==> src/rtl/cond_branch_ctrl.sv <==
// cond_branch_ctrl
//   Resolves ARM-style conditional B/BL instructions in the ID stage, keeps
//   the registered PSR flags, sequences the post-branch flush window and
//   counts taken and not-taken conditional branches.
//
// Parameters
//   FLUSH_CYCLES  cycles flush is held after a taken branch (0..15)
//   CNT_W         width of each statistics counter (4..32)
//
// Ports
//   clk           rising-edge clock
//   reset_n       synchronous active-low reset
//   cond_code     condition field of the ID-stage instruction
//   B_instr       ID instruction is B
//   BL_instr      ID instruction is BL
//   id_valid      ID instruction valid
//   ex_valid      EX instruction valid
//   ex_s_bit      EX instruction writes flags
//   alu_flags     EX ALU flags {N,Z,C,V}
//   stall         pipeline stall, freezes all state
//   Branch        taken branch resolved this cycle (combinational)
//   BranchL       taken branch is a BL (combinational)
//   flush         squash younger fetched instructions (registered)
//   psr_flags     registered PSR {N,Z,C,V}
//   taken_cnt     saturating count of taken branches
//   not_taken_cnt saturating count of not-taken conditional branches
module cond_branch_ctrl #(
    parameter int FLUSH_CYCLES = 1,
    parameter int CNT_W        = 16
) (
    input  logic             clk,
    input  logic             reset_n,
    input  logic [3:0]       cond_code,
    input  logic             B_instr,
    input  logic             BL_instr,
    input  logic             id_valid,
    input  logic             ex_valid,
    input  logic             ex_s_bit,
    input  logic [3:0]       alu_flags,
    input  logic             stall,
    output logic             Branch,
    output logic             BranchL,
    output logic             flush,
    output logic [3:0]       psr_flags,
    output logic [CNT_W-1:0] taken_cnt,
    output logic [CNT_W-1:0] not_taken_cnt
);

    typedef enum logic {
        IDLE  = 1'b0,
        FLUSH = 1'b1
    } state_t;

    // The counter is reloaded with FLUSH_CYCLES-1 so that FLUSH is left on
    // the non-stalled cycle where it reads zero.
    localparam logic [3:0] FLUSH_LOAD = (FLUSH_CYCLES > 0) ? 4'(FLUSH_CYCLES - 1) : 4'd0;
    localparam logic [CNT_W-1:0] CNT_MAX = '1;

    state_t           state_q, state_d;
    logic [3:0]       fcnt_q, fcnt_d;
    logic             flush_q, flush_d;
    logic [3:0]       psr_q, psr_d;
    logic [CNT_W-1:0] taken_q, taken_d;
    logic [CNT_W-1:0] ntaken_q, ntaken_d;

    logic             psr_wr;
    logic [3:0]       eff_flags;
    logic             cond_true;
    logic             br_req;
    logic             branch_w;

    function automatic logic cond_pass(input logic [3:0] cc, input logic [3:0] f);
        logic n, z, c, v;
        n = f[3];
        z = f[2];
        c = f[1];
        v = f[0];
        case (cc)
            4'b0000: cond_pass = z;
            4'b0001: cond_pass = !z;
            4'b0010: cond_pass = c;
            4'b0011: cond_pass = !c;
            4'b0100: cond_pass = n;
            4'b0101: cond_pass = !n;
            4'b0110: cond_pass = v;
            4'b0111: cond_pass = !v;
            4'b1000: cond_pass = c & !z;
            4'b1001: cond_pass = !c | z;
            4'b1010: cond_pass = (n == v);
            4'b1011: cond_pass = (n != v);
            4'b1100: cond_pass = !z & (n == v);
            4'b1101: cond_pass = z | (n != v);
            4'b1110: cond_pass = 1'b1;
            default: cond_pass = 1'b0;
        endcase
    endfunction

    function automatic logic [CNT_W-1:0] sat_inc(input logic [CNT_W-1:0] x);
        sat_inc = (x == CNT_MAX) ? x : x + 1'b1;
    endfunction

    // Forward the EX flags so a flag-setting instruction and the branch
    // behind it resolve in the same cycle.
    assign psr_wr    = ex_valid & ex_s_bit;
    assign eff_flags = psr_wr ? alu_flags : psr_q;
    assign cond_true = cond_pass(cond_code, eff_flags);
    assign br_req    = id_valid & (B_instr | BL_instr) & !stall & (state_q == IDLE);
    assign branch_w  = reset_n & br_req & cond_true;

    always_comb begin
        state_d  = state_q;
        fcnt_d   = fcnt_q;
        flush_d  = flush_q;
        psr_d    = psr_q;
        taken_d  = taken_q;
        ntaken_d = ntaken_q;

        if (psr_wr) begin
            psr_d = alu_flags;
        end

        if (branch_w) begin
            taken_d = sat_inc(taken_q);
        end else if (br_req) begin
            ntaken_d = sat_inc(ntaken_q);
        end

        case (state_q)
            IDLE: begin
                if (branch_w && (FLUSH_CYCLES > 0)) begin
                    state_d = FLUSH;
                    fcnt_d  = FLUSH_LOAD;
                    flush_d = 1'b1;
                end
            end
            FLUSH: begin
                if (fcnt_q == 4'd0) begin
                    state_d = IDLE;
                    flush_d = 1'b0;
                end else begin
                    fcnt_d = fcnt_q - 4'd1;
                end
            end
            default: begin
                state_d = IDLE;
                flush_d = 1'b0;
            end
        endcase
    end

    // Reset wins over stall; otherwise stall freezes every register,
    // including the flush down-counter.
    always_ff @(posedge clk) begin
        if (!reset_n) begin
            state_q  <= IDLE;
            fcnt_q   <= 4'd0;
            flush_q  <= 1'b0;
            psr_q    <= 4'd0;
            taken_q  <= '0;
            ntaken_q <= '0;
        end else if (!stall) begin
            state_q  <= state_d;
            fcnt_q   <= fcnt_d;
            flush_q  <= flush_d;
            psr_q    <= psr_d;
            taken_q  <= taken_d;
            ntaken_q <= ntaken_d;
        end
    end

    assign Branch        = branch_w;
    assign BranchL       = branch_w & BL_instr;
    assign flush         = flush_q;
    assign psr_flags     = psr_q;
    assign taken_cnt     = taken_q;
    assign not_taken_cnt = ntaken_q;

endmodule

==> config.mk <==
export PLATFORM = sky130hd
export DESIGN_NAME = cond_branch_ctrl
export DESIGN_NICKNAME = d
export VERILOG_FILES = /design/src/rtl/cond_branch_ctrl.sv
export SDC_FILE = /design/constraint.sdc
export NUM_CORES = 1
export LEC_CHECK = 0
export BUFFER_PORTS_ARGS = -buffer_cell sky130_fd_sc_hd__buf_2
export CORE_ASPECT_RATIO = 1.1
export CORE_UTILIZATION = 55
export CTS_BUF_LIST = sky130_fd_sc_hd__clkbuf_8
export DETAILED_ROUTE_END_ITERATION = 10
export GPL_TIMING_DRIVEN = 1
export PLACE_DENSITY = 0.9
export SYNTH_ARGS = -nofsm -noshare
export SYNTH_HDL_FRONTEND = slang
export SYNTH_SLANG_ARGS = --single-unit
export TNS_END_PERCENT = 20
==> constraint.sdc <==
create_clock -name clk -period 2.55 [get_ports clk]
set_input_delay 0.1275 -clock clk [delete_from_list [all_inputs] [get_ports clk]]
set_output_delay 0.1275 -clock clk [all_outputs]
set_load 0.02 [all_outputs]
# Yosys cells after proc, flatten, opt, wreduce, memory -nomap -nowiden
# Index checks and enable logic that the tools add are counted.
totals:
  ff_bits: 42
  input_bits: 16
  out_inout_bits: 39
  elab_cells: 69
op_classes:
  addsub: 3
  eq_ne: 21
  n_mux: 11
  bitwise: 17
  reduce_logical: 11
ops:
  columns: ["op", "n"]
  rows:
  - ["16-bit by 1-bit adder with 16-bit output (second input constant)", 2]
  - ["16-bit equality test (second input constant)", 2]
  - ["4-bit equality test (second input constant)", 7]
  - ["4-bit by 3-bit equality test with 1-bit output (second input constant)", 4]
  - ["1-bit one-hot mux with 15 select lines", 1]
  - ["4-bit 2-to-1 mux", 3]
  - ["1-bit bitwise AND", 9]
  - ["3-bit AND reduction", 3]
  - ["4-bit by 2-bit equality test with 1-bit output (second input constant)", 2]
  - ["4-bit logical NOT", 2]
  - ["4-bit one-hot mux with 2 select lines", 1]
  - ["1-bit logical NOT", 5]
  - ["1-bit inverter", 5]
  - ["4-bit by 1-bit equality test with 1-bit output (second input constant)", 1]
  - ["1-bit 2-to-1 mux", 4]
  - ["2-bit != test (second input constant)", 2]
  - ["1-bit one-hot mux with 2 select lines", 2]
  - ["4-bit AND reduction", 1]
  - ["4-bit by 1-bit subtractor with 4-bit output (second input constant)", 1]
  - ["1-bit OR", 3]
  - ["2-bit by 1-bit != test with 1-bit output (second input constant)", 1]
  - ["1-bit equality test", 1]
  - ["1-bit != test", 1]

# Longest topological paths before layout
# Gate-level depths: netlist (run 1).
depth:
  word_depth: 8
  ltp_mapped: 10

# Least setup slack after synthesis (run 1)
# OpenSTA, ideal clock, no wires.
synth_path:
  kind: "flip-flop to flip-flop"
  startpoint: "reg ntaken_q[2] (netlist: not_taken_cnt[2])"
  endpoint: "reg ntaken_q[10] (netlist: not_taken_cnt[10])"
  t_arrival_ns: 2.122
  slack_ns: 0.313
  stages_incl_launch_ff: 11
  synth_period_minus_slack_ns: 2.237
  cell_sequence: "dfxtp_1 -> and2_0 -> clkbuf_1 -> nand2_1 -> nor2_1 -> nand3_1 -> o21ai_1 -> buf_2 -> buf_2 -> nor4_1 -> o21a_1"
synth_via:
  elab_chain_cells: 3
synth_lines:
  columns: ["element", "line_no", "text"]
  rows:
  - ["start, declared", "64", "logic [CNT_W-1:0] ntaken_q, ntaken_d;"]
  - ["start signal, assigned", "167", "ntaken_q <= ntaken_d;"]
  - ["parallel branches: the longest is 3 deep, another holds 16-bit by 1-bit adder with 16-bit output", null, null]
# Parallel ways; which one is timed is not known.
# A chain may end at the register's enable or synchronous reset.

# Worst setup path in the final report (run 1)
layout_path:
  startpoint: "reg psr_q[2] (netlist: psr_flags[2])"
  endpoint: "out BranchL"
layout_via:
  elab_chain_cells: 6
layout_lines:
  columns: ["element", "line_no", "text"]
  rows:
  - ["start, declared", "62", "logic [3:0] psr_q, psr_d;"]
  - ["start signal, assigned", "165", "psr_q <= psr_d;"]
  - ["4-bit 2-to-1 mux *", null, null]
  - ["1-bit logical NOT", "80, 87, 91", null]
  - ["1-bit bitwise AND, on equally long branches", "91, 87", null]
  - ["1-bit one-hot mux with 15 select lines *", "78", "case (cc)"]
  - ["1-bit bitwise AND *", "108", "assign branch_w = reset_n & br_req & cond_true;"]
  - ["1-bit bitwise AND *", "172", "assign BranchL = branch_w & BL_instr;"]
  - ["end, declared", "42", "output logic BranchL,"]
# Every way passes the cells marked *; elsewhere a longest branch is shown, timed or not.

==> results of run 1 <==
[layout make-up]
type	instances	area [µm²]	area share [%]
multi-input cells	231	1567	53.25
repair buffers	59	320.3	10.89
flip-flops and latches	42	840.8	28.58
clock inverters	1	30.03	1.021
clock buffers	6	82.58	2.807
inverters	9	33.78	1.148
well taps	54	67.56	2.297
[what timing repair did]
| action | 4_1_cts | 5_1_grt |
|---|---|---|
| setup endpoints to repair | 0 | 10 |
| endpoints found under the hold margin | 0 | 0 |
| gates resized for setup | 0 | 3 |
[per-layer routing]
layer	GRT usage, %	vias to the layer above
li1	-	1212
met4	8.747	0
met3	6.250	6
met5	0	-
met1	32.21	1144
met2	39.00	72
[layout by cell type, fill, tap and decap left out, types with 2 or more instances in the layout]
cell type	n
buf_2	54
dfxtp_1	42
nand2_1	32
a21oi_1	20
mux2i_1	17
nand3_1	16
nor2_1	13
nand2b_1	12
or4_1	10
o21ai_0	9
o31ai_1	9
inv_1	8
and3_1	8
o21a_1	6
nor3_1	6
clkbuf_8	6
nor4_2	5
nand4_1	5
nor4_1	5
xor2_1	4
or3_1	4
buf_4	4
a31oi_1	3
and2_1	3
o21ai_1	3
o2111ai_1	3
ha_1	3
a21boi_0	2
o21ai_2	2
xnor2_1	2
o211ai_1	2
o41ai_1	2
nand3b_1	2
o31a_1	2
[metrics by stage]
| step | hold slack [ns] | instance area, µm² | power, µW |
|---|---|---|---|
| 2_1_floorplan | 0.2635 | 2506 | 796.5 |
| 5_1_grt | 0.09757 | 2942 | 1425 |
| 3_5_place_dp | 0.4047 | 2806 | 836.4 |
| 3_3_place_gp | 0.4038 | 2806 | 831.9 |
| 4_1_cts | 0.08353 | 2919 | 1373 |
| 6_report | 0.09152 | 2942 | 1363 |
[tightest hold or removal path: stages]
cell and delay [ns]:
buf_2 0.11, nand2_1 0.06, a21oi_1 0.05
[worst max path at each step]
stage,startpoint,to,depth (start not counted)
finish,psr_flags[2],BranchL,8
global route,psr_flags[2],BranchL,8
CTS,state_q,taken_cnt[7],6
detailed placement,state_q,taken_cnt[7],6
global placement,state_q,taken_cnt[7],6
floorplan,not_taken_cnt[2],not_taken_cnt[10],10
[state kept, by name, summed over array words and instances (netlist names)]
register	flops
psr_flags	4
not_taken_cnt	16
flush	1
fcnt_q	4
taken_cnt	16
state_q	1
[logic make-up after synthesis]
group	count (synthesis)	synth area share, %
DFF	42	33.55
xor gates and xnor gates	6	2.097
buffers and inverters	24	4.842
and+or+nand+nor	130	29.61
adders and majority gates	3	1.498
AOI/OAI and AO/OA	74	21.22
muxes	18	7.189
[power by group]
| part | internal (µW) | leakage (µW) | switching [µW] | total, µW |
|---|---|---|---|---|
| Combinational | 60.0 | 0.000762 | 100 | 160 |
| Sequential | 660 | 0.000339 | 5.63 | 666 |
| Clock | 313 | 0.0000573 | 224 | 537 |
| Total | 1030 | 0.00116 | 330 | 1360 |
[synth_stat cells (2+ instances only)]
cell	n
or3_1	4
mux2i_1	18
inv_1	8
xnor2_1	2
o211ai_1	2
a21boi_0	2
ha_1	3
buf_6	3
nand3_1	16
and2_1	3
o2111ai_1	3
o21a_1	6
nor4_1	5
and3_1	8
o21ai_1	3
o31a_1	2
clkbuf_1	6
o21ai_2	2
a21oi_1	20
nand4_1	5
xor2_1	4
nand2_1	32
a31oi_1	3
o21ai_0	9
nor3_1	6
nand3b_1	2
nand2b_1	12
o31ai_1	9
buf_2	4
or4_1	10
nor4_2	5
o41ai_1	2
nor2_1	13
dfxtp_1	42
==> results.md, run 1 <==
* 1st-pass router iterations at 4
* Buf+Inv Stages, Crit Path at 2
* Filler Cell Count at 349
* Layout cells sized above 1 at 24.43%
* Netlist Area Pre-Place at 2506 µm²
* Mapped Cells at 297
* Period Utilization, post-route at 93.97%
* Warnings from Yosys at 0
* Max-slew violation count at 0
* Sink Count at 42
* Detailed Route Iter0 Violations at 152
* Initial Util at 57.64%
* Leak at 0.001158 µW
* Vias per cell at 6.055
* R2R Setup Slk at 0.19 ns
* Hold Crit Class: in2reg
* Register area share after synthesis at 33.55%
* Synthesized flop and latch total at 42
* Setup Fix Bufs, Post-CTS at 0
* Worst Hold Launch: alu_flags[1]
* HPWL after detailed placement at 4024 µm
* Met1 WL at 2568 µm
* Clock buffer depth at 2
* Syn_area_per_cell at 8.438 µm²
* Area leader, netlist: dfxtp_1
* Setup TNS at 0 ns
* Critical Path Sink Type: primary output
* Reg-to-Reg End: taken_cnt[7]
* R2R Path Start: state_q
* GRT overflow at 0
* Tmin final at 2.396 ns
* Hold Path Stages at 3
* Slack of the critical path at 0.1539 ns
* Crit-path slowest cell: dfxtp_1
* CTS Root Buffer Type: clkbuf_8
* Crit-path max FO at 5
* Worst-case vdd ir drop at 397.4 µV
* DIE HEIGHT at 72.80 µm
* Fin nets at 367
* CTS tree: yes
* Port buffer count at 54
* Number of diodes at 0
* Crit-path cells: mux2i_2 -> nor4_2 -> a2111oi_4 -> o32a_2 -> a21o_1 -> inv_1 -> and2_1 -> buf_2
* Crit path required time at 2.42 ns
* Vias at 2434
* FP Rows at 25
* Core Util, Final at 67.65%
* Area delta synth->final at 17.37%
* I/O pin count at 55
* Post-Place Worst Slack at 0.03083 ns
* Hold_buf cts at 0
* Yosys top cell area share at 33.55%
* Critical path arrival at 2.27 ns
* Status: finished, final reports clean
* EDFF count, synth at 0
* GR Util All Layers at 24.58%
* Antenna Nets Post-Route at 0
* Max Clk Rate at 417.3 MHz
* Least-Margin Pin Slew at 0.6407 ns
* Hold path endpoint: psr_flags[1]
* Initial antenna violation count at 0
* R2R cell count at 6
* Worst-path clk slew at 0.08 ns
* WL met3 at 318 µm
* CP max stage delay at 0.39 ns
* Post-Layout Cell Count at 402
* Final setup vio count at 0
* Core Area at 4348 µm²
* Largest net degree at the start of global routing at 28
* Crit path launch type: flip-flop
* Relative slew slack at 57.28%
* Commonest register cell after synthesis: dfxtp_1
* First-pass GRT wire length at 9156 µm
* WL per Instance at 13.96 µm
* Async SR Flop Fraction at 0%
* Synth cell types at 57
* Net Count, Synth at 316
* Gpl congestion at 0.8495
* Synth top area cells: dfxtp_1, mux2i_1, nand2_1
* Max Clock Skew at 0.008978 ns
* Setup Crit Path Kind: reg2out
* Power per Cell Area at 463.4 nW/µm²
* Top layer in use: met4
* # DRC at 0
* CTS H-tree depth at 2
* Final hold vios at 0
* Placed Cells at 395
* Clk Latency, worst-skew pair at 0.30 ns
* DR WL met2 at 2657 µm
* Final wirelength at 5612 µm
* Worst path top cell family by delay: compound AO/OA/AOI/OAI gates
* Cts bufs inserted at 5
* Die ar. at 4831 µm²
* Max-cap violations at 0
* Vias in the first global route at 2004
* Die width at 66.36 µm
Note: power is estimated with default switching activity, not from simulation.
==> run 2: changes to the inputs <==
- CORE_UTILIZATION: 55 -> 31
- CTS_BUF_LIST: sky130_fd_sc_hd__clkbuf_8 -> sky130_fd_sc_hd__clkbuf_4
- PLACE_DENSITY: 0.9 -> 0.59
==> run 2 against run 1 <==
  * Clock skew hardly changed
  * Sequential power about the same
  * Clock power fell by 39%
  * Combinational power rose by 4%
  * Global-route usage down 9.5 points
  * Die area grew 75%
  * Critical path type unchanged
  * Highest routed layer unchanged
==> results.md, run 2 (synthesized netlist as in run 1, its figures left out) <==
* Status: finished, final reports clean
* Largest net degree at the start of global routing at 28
* Fin nets at 373
* Detailed Route Iter0 Violations at 102
* Power per Cell Area at 388.7 nW/µm²
* Max-cap violations at 0
* Period Utilization, post-route at 94.12%
* Number of diodes at 0
* Core Area at 7870 µm²
* Clock buffer depth at 2
* Setup Crit Path Kind: reg2out
* CTS tree: yes
* Relative slew slack at 58.05%
* Filler Cell Count at 814
* Initial antenna violation count at 0
* Final setup vio count at 0
* Hold Crit Class: in2reg
* Critical path arrival at 2.27 ns
* Crit path launch type: flip-flop
* GRT overflow at 0
* Worst-path clk slew at 0.12 ns
* DIE HEIGHT at 96.30 µm
* Clk Latency, worst-skew pair at 0.35 ns
* Final hold vios at 0
* FP Rows at 34
* CTS H-tree depth at 2
* Vias at 2444
* I/O pin count at 55
* Area delta synth->final at 19.42%
* Sink Count at 42
* R2R cell count at 7
* CTS Root Buffer Type: clkbuf_4
* Max Clk Rate at 416.6 MHz
* Least-Margin Pin Slew at 0.6292 ns
* Critical Path Sink Type: primary output
* Leak at 0.001161 µW
* WL per Instance at 13.40 µm
* Layout cells sized above 1 at 25.92%
* Slack of the critical path at 0.1499 ns
* Most frequent cells in the layout: buf_2, dfxtp_1, nand2_1, a21oi_1, mux2i_1
* Antenna Nets Post-Route at 0
* 1st-pass router iterations at 4
* Initial Util at 31.84%
* Vias per cell at 5.279
* Hold Path Stages at 3
* Port buffer count at 54
* Die ar. at 8448 µm²
* Crit-path max FO at 5
* Gpl congestion at 0.7742
* Tmin final at 2.400 ns
* Vias in the first global route at 2103
* Most common cell after layout, fill and taps aside: buf_2
* HPWL after detailed placement at 4373 µm
* Final wirelength at 6205 µm
* Post-Place Worst Slack at 0.1727 ns
* Cts bufs inserted at 5
* Die width at 87.73 µm
* Max Clock Skew at 0.009187 ns
* Worst-case vdd ir drop at 118.7 µV
* Setup Fix Bufs, Post-CTS at 0
* # DRC at 0
* Setup TNS at 0 ns
* Max-slew violation count at 0
* Crit path required time at 2.42 ns
* First-pass GRT wire length at 10060 µm
* GR Util All Layers at 15.11%
run 2: worst paths after layout:
check	start	endpoint	slack, ns
max	psr_flags[1]	BranchL	0.15
min reg2reg	taken_cnt[11]	taken_cnt[11]	0.50
min	alu_flags[1]	psr_flags[1]	0.03
max reg2reg	psr_flags[1]	taken_cnt[7]	0.20
run 2: where the power goes:
group          switching (µW)  total, µW  internal, µW
clock network             227        330           103
registers                5.43        667           661
logic                     104        167          63.0
run 2: repair_timing:
action,in CTS,in global routing
endpoints found under the setup margin,0,2
resized for setup,0,5
hold buffers,0,0
run 2: per-stage QoR:
| step | instances | total power, µW | util (%) | hold slack [ns] | instance area [µm²] |
|---|---|---|---|---|---|
| 3_3_place_gp | 455 | 837.7 | 36.93 | 0.4052 | 2907 |
| 3_5_place_dp | 455 | 839.1 | 36.93 | 0.4095 | 2907 |
| 2_1_floorplan | 297 | 796.5 | - | 0.2635 | 2506 |
| 5_1_grt | 463 | 1230 | 38.03 | 0.009229 | 2993 |
| 6_report | 463 | 1163 | 38.03 | 0.02840 | 2993 |
| 4_1_cts | 463 | 1175 | 37.62 | 0.01709 | 2960 |
run 2: routing by layer:
metal	global-route usage, %	part of all wire, %	vias to the layer above
met2	22.55	45	69
met3	3.087	4.2	5
met1	21.35	50	1142
li1	-	-	1228
met5	0	0	-
met4	5.328	1.2	0
run 2: layout make-up:
| type | count | area [µm²] | area share, % |
|---|---|---|---|
| inverter | 9 | 33.78 | 1.129 |
| clock buffer | 5 | 37.54 | 1.254 |
| sequential | 42 | 842.1 | 28.14 |
| multi-input combinational | 231 | 1575 | 52.63 |
| clock inverter | 3 | 16.27 | 0.5435 |
| timing repair buffer | 65 | 352.8 | 11.79 |
| tap | 108 | 135.1 | 4.515 |
run 2: critical path: stages (launching register included):
cell,delay [ns]
dfxtp_2,0.38
mux2i_1,0.10
nor4_2,0.36
a2111oi_4,0.12
o32a_4,0.36
a21o_4,0.25
inv_2,0.09
and2_1,0.12
buf_2,0.15
